$ cat config.mk
export PLATFORM = sky130hd
export DESIGN_NAME = matrix_result_ser
export DESIGN_NICKNAME = d
export VERILOG_FILES = /design/src/rtl/matrix_pkg.sv /design/src/rtl/matrix_result_ser.sv
export SDC_FILE = /design/constraint.sdc
export NUM_CORES = 1
export LEC_CHECK = 0
export BUFFER_PORTS_ARGS = -buffer_cell sky130_fd_sc_hd__buf_2
export CORE_ASPECT_RATIO = 1.25
export CORE_MARGIN = 4
export CORE_UTILIZATION = 55
export DETAILED_ROUTE_END_ITERATION = 16
export PLACE_DENSITY = 0.82
export SLEW_MARGIN = 0
export SYNTH_ARGS = -nofsm -noshare
export SYNTH_HDL_FRONTEND = slang
export SYNTH_SLANG_ARGS = --single-unit
$ cat constraint.sdc
create_clock -name clk -period 2.9 [get_ports clk]
set_clock_uncertainty 0.15 [all_clocks]
set_input_delay 0 -clock clk [delete_from_list [all_inputs] [get_ports clk]]
set_output_delay 0 -clock clk [all_outputs]
set_load 0.01 [all_outputs]
$ cat src/rtl/matrix_pkg.sv
// rtl/matrix_pkg.sv - shared widths, frame length and state type for the result serializer (MATRIX_SER_SUM_EN adds the sum word)
package matrix_pkg;

  localparam int DATA_W = 16;
  localparam int ELEM_W = 8;

`ifdef MATRIX_SER_SUM_EN
  localparam int NUM_WORDS = 5;

  typedef enum logic [1:0] {
    S_IDLE = 2'd0,
    S_SEND = 2'd1,
    S_SUM  = 2'd2
  } ser_state_t;
`else
  localparam int NUM_WORDS = 4;

  typedef enum logic [1:0] {
    S_IDLE = 2'd0,
    S_SEND = 2'd1
  } ser_state_t;
`endif

  // Index carried on out_idx by the final word of a frame.
  localparam logic [2:0] LAST_IDX = 3'(NUM_WORDS - 1);

endpackage

$ cat src/rtl/matrix_result_ser.sv
// rtl/matrix_result_ser.sv - serializes a captured 2x2 result matrix onto a valid/ready word stream (MATRIX_SER_SUM_EN appends the element sum)
module matrix_result_ser
  import matrix_pkg::*;
#(
  parameter int DATA_W = matrix_pkg::DATA_W,
  parameter int ELEM_W = matrix_pkg::ELEM_W
) (
  input  logic              clk,
  input  logic              rst,
  input  logic              done,
  input  logic [DATA_W-1:0] C11,
  input  logic [DATA_W-1:0] C12,
  input  logic [DATA_W-1:0] C21,
  input  logic [DATA_W-1:0] C22,
  output logic              out_valid,
  input  logic              out_ready,
  output logic [DATA_W-1:0] out_data,
  output logic [2:0]        out_idx,
  output logic              out_last,
  output logic              busy,
  output logic              overrun
);

  // Result words may be narrower than a full element product; nothing to build for that case.
  if (DATA_W < 2 * ELEM_W) begin : g_narrow_result
  end

  ser_state_t        state, state_n;
  logic [2:0]        idx, idx_n, idx_inc;
  logic [DATA_W-1:0] c11_q, c12_q, c21_q, c22_q;
  logic [DATA_W-1:0] c11_n, c12_n, c21_n, c22_n;
  logic [DATA_W-1:0] data_q, data_n;
  logic              last_q, last_n;
  logic              ovr_q, ovr_n;
  logic              xfer;
  logic              do_cap;

`ifdef MATRIX_SER_SUM_EN
  logic [DATA_W-1:0] sum_w;

  // Sum of the held matrix, wrapping at DATA_W bits.
  always_comb begin
    sum_w = c11_q + c12_q + c21_q + c22_q;
  end
`endif

  // Registered stream state; outputs hold whenever nothing is transferred.
  always_ff @(posedge clk) begin
    if (rst) begin
      state  <= S_IDLE;
      idx    <= 3'd0;
      data_q <= '0;
      last_q <= 1'b0;
      ovr_q  <= 1'b0;
      c11_q  <= '0;
      c12_q  <= '0;
      c21_q  <= '0;
      c22_q  <= '0;
    end else begin
      state  <= state_n;
      idx    <= idx_n;
      data_q <= data_n;
      last_q <= last_n;
      ovr_q  <= ovr_n;
      c11_q  <= c11_n;
      c12_q  <= c12_n;
      c21_q  <= c21_n;
      c22_q  <= c22_n;
    end
  end

  // Next-state: capture when idle or on the final transfer, otherwise step one word per transfer.
  always_comb begin
    state_n = state;
    idx_n   = idx;
    data_n  = data_q;
    last_n  = last_q;
    ovr_n   = ovr_q;
    c11_n   = c11_q;
    c12_n   = c12_q;
    c21_n   = c21_q;
    c22_n   = c22_q;
    do_cap  = 1'b0;
    idx_inc = idx + 3'd1;
    xfer    = (state != S_IDLE) && out_ready;

    case (state)
      S_IDLE: begin
        if (done) do_cap = 1'b1;
      end
      default: begin
        // A pulse is only usable when it lands on the final transfer; any other busy pulse is lost.
        if (done) begin
          if (xfer && (idx == LAST_IDX)) do_cap = 1'b1;
          else                           ovr_n  = 1'b1;
        end
        if (xfer) begin
          if (idx == LAST_IDX) begin
            if (!done) state_n = S_IDLE;
          end
`ifdef MATRIX_SER_SUM_EN
          else if (idx == 3'd3) begin
            state_n = S_SUM;
            idx_n   = 3'd4;
            data_n  = sum_w;
            last_n  = 1'b1;
          end
`endif
          else begin
            idx_n  = idx_inc;
            last_n = (idx_inc == LAST_IDX);
            case (idx_inc[1:0])
              2'd1:    data_n = c12_q;
              2'd2:    data_n = c21_q;
              2'd3:    data_n = c22_q;
              default: data_n = c11_q;
            endcase
          end
        end
      end
    endcase

    if (do_cap) begin
      state_n = S_SEND;
      idx_n   = 3'd0;
      data_n  = C11;
      last_n  = 1'b0;
      c11_n   = C11;
      c12_n   = C12;
      c21_n   = C21;
      c22_n   = C22;
    end
  end

  assign out_valid = (state != S_IDLE);
  assign busy      = (state != S_IDLE);
  assign out_data  = data_q;
  assign out_idx   = idx;
  assign out_last  = last_q;
  assign overrun   = ovr_q;

endmodule

==> impl_metrics.toml <==
[synthesis]
ys_top_cells_by_area = "dfxtp_1 (45%), a21oi_1 (15%), nand2_1 (13%)"
synth.avg_cell_area_um2 = 7.789
ys_ff_latch = 86
yosys.area.top_type_share_pct = 44.84
ys_seq_area_share_pct = 44.84
yosys.cell_types.count = 27
yosys_warnings = 0
netlist_instances = 493
yosysTopAreaCell = "dfxtp_1"
syn_nets = 567
netlist_area_mm2 = 0.003840

[die]
die_area_mm2 = 0.008391
dieHeight_um = 101.4
initial_core_util_pct = 57.41
io-pin-count = 91
coreArea_mm2 = 0.006689
rows = 33
die_x_um = 82.74

[power_and_ir_drop]
p_leak_uw = 0.002099
switching_share_pct = 27.99
total_power_uw = 2486
p_comb_share_pct = 17.5
sequentialPowerShare_pct = 52.2
ir_worst_vdd_mv = 0.2898
netSwitchingPower_uw = 695.9
internal_power_uw = 1790
p_clk_share_pct = 30.4
p_per_area_mw_per_mm2 = 490.5

[global_route]
grtUsageTotal_pct = 26.47
grt_max_degree = 81
grt_antenna_before_repair = 0
overflow = 0
grt_pass1_vias = 3747
grt_pass1_wl_mm = 17.03

[timing]
max_slew_margin_pct = 48.78
finalCriticalPeriod_ps = 2192
period_share_pct = 75.58
worstMarginPinSlew_ps = 768.3
fin_setup_tns_ps = 0
final_hold_viol_count = 0
rsz0062_at_grt = "no"
finalMaxSlewViolations = 0
setup_viol_count_final = 0
max_freq_mhz = 456.2
whs_ps = 59.89

[clock_tree]
clock_latency_ps = 350
cts_setup_buffers = 0
numCtsBuffers = 9
clk_transition_reported_paths_ps = 90
clock_sinks = 86
clock-root-buffer = "clkbuf_8"
htreeDepth = 3
clock_path_buffers = 2
cts_tree = "yes"

[setup_path]
critPathKind = "flop to flop"
worstPathCellList = "inv_1, ha_1, a22oi_1, a21oi_1, a21oi_1, nor3_2"
path_buf_inv = 1
required_ps = 3040
start_kind = "flop"
cpMaxStageDelayCell = "ha_1"
cp-end-kind = "flop"
critical-path-top-delay-family = "compound AO/OA/AOI/OAI gates"
cp_max_fo = 17
crit_top_cell = "a21oi_1"
max_stage_delay_ps = 650
cp_num_cells = 6
ff2ff_path_depth = 6
crit_arrival_ps = 2330

[finish]
fillers = 519
diodes = 0
layout_commonest_cell = "nand2_1"
final_nets = 697
fin_cells = 715
final_cell_mix = "nand2_1 (130), a21oi_1 (113), buf_2 (90)"
layout-drive-gt1-share_pct = 20.38
seq_area_mm2 = 0.001722
multi_input_area_mm2 = 0.001864
syn_to_final_growth_pct = 32.00

[detailed_routing]
ant_nets = 0
drc = 0
via_per_inst = 5.491
firstDrtPassIters = 6
drt_iter0_drc = 443
avgRoutedWirePerCell_um = 14.98
routed_wl_mm = 10.71
vias = 3926

[placement]
io_buffer_count = 90
place.gp.congestion = 0.7981
dpl.cell_count = 633
dp_hpwl_mm = 6.726

[min_path]
holdCritPathClass = "input pin to flop"
min_path_cells = 2

[flow_run]
max_cap_violations = 0

[run_status]
status = "completed"
## synthesized netlist by cell type
cell,n
nor3_2,13
nand4_1,1
nand2_1,130
mux2i_1,1
a21oi_1,113
nand2b_1,2
a2111oi_2,1
buf_1,1
inv_1,3
buf_4,9
o21a_2,1
and3_1,1
xnor2_1,1
ha_1,6
a211oi_1,1
dfxtp_1,86
nor2b_1,34
nor2_1,19
clkbuf_1,13
o21ai_0,12
a22oi_1,16
nor3_1,5
a21boi_2,1
buf_2,11
buf_6,6
clkbuf_2,2
o21ai_1,4
## worst reg2reg max path: cells and delay by family, from the launching register on
family	cells	cell delay (ps)
flip-flops	1	360
AO/OA/AOI/OAI	3	680
buffers and inverters	1	140
AND/OR/NAND/NOR	1	150
adder cells (fa/ha/maj)	1	650
## registers in the layout (all words and copies together) (netlist names)
name      cells
c11_q        16
c12_q        16
c21_q        16
c22_q        16
out_data     16
out_idx       3
out_last      1
overrun       1
state         1
## logic make-up after synthesis
group	Yosys count	share of synthesized area, %
DFF	86	44.84
buffers and inverters	45	6.875
and+or+nand+nor	205	24.80
xor gates and xnor gates	1	0.2281
muxes	1	0.2607
AOI/OAI and AO/OA	149	21.05
adders and majority gates	6	1.955
## what timing repair did
item                      in CTS  in global routing
hold buffers                  66                  0
hold endpoints to repair      75                  0
resized for setup              0                  0
## per-layer routing
| metal | track usage (%) | part of all wire, % | up-vias |
|---|---|---|---|
| met3 | 4.982 | 6.9 | 32 |
| met5 | 0 | 0 | - |
| met1 | 31.89 | 40 | 1835 |
| li1 | - | - | 1899 |
| met2 | 44.44 | 50 | 160 |
| met4 | 13.33 | 3.5 | 0 |
## final timing paths
kind | start | end | slack [ps]
min | rst | overrun | 60
max | out_idx[0] | out_data[9] | 710
max reg2reg | out_idx[0] | out_data[9] | 710
min reg2reg | c22_q[0] | c22_q[0] | 310
## metrics by stage
stage	instance area [um2]	worst slack [ps]	utilization, %
after global routing	5069	607.7	75.78
after detailed placement	4232	768.6	63.26
after CTS	5069	757.3	75.78
final	5069	708.2	75.78
after global placement	4232	817.7	63.26
after floorplan	3840	1113	-
## power by group through the flow
stage | clock network (uW) | logic, uW | registers, uW
after floorplan | 0 | 235 | 1320
after global placement | 0 | 351 | 1320
after detailed placement | 0 | 359 | 1320
after CTS | 763 | 428 | 1300
after global routing | 802 | 478 | 1300
final | 755 | 435 | 1300
## layout make-up
type / count / area share, %
clock inverters: 5 / 0.6912
flip-flops and latches: 86 / 33.97
multi-input cells: 362 / 36.78
inverters: 3 / 0.2222
clock buffers: 11 / 2.789
repair buffers: 161 / 23.40
well taps: 87 / 2.148
(Power assumes the default switching activity.)
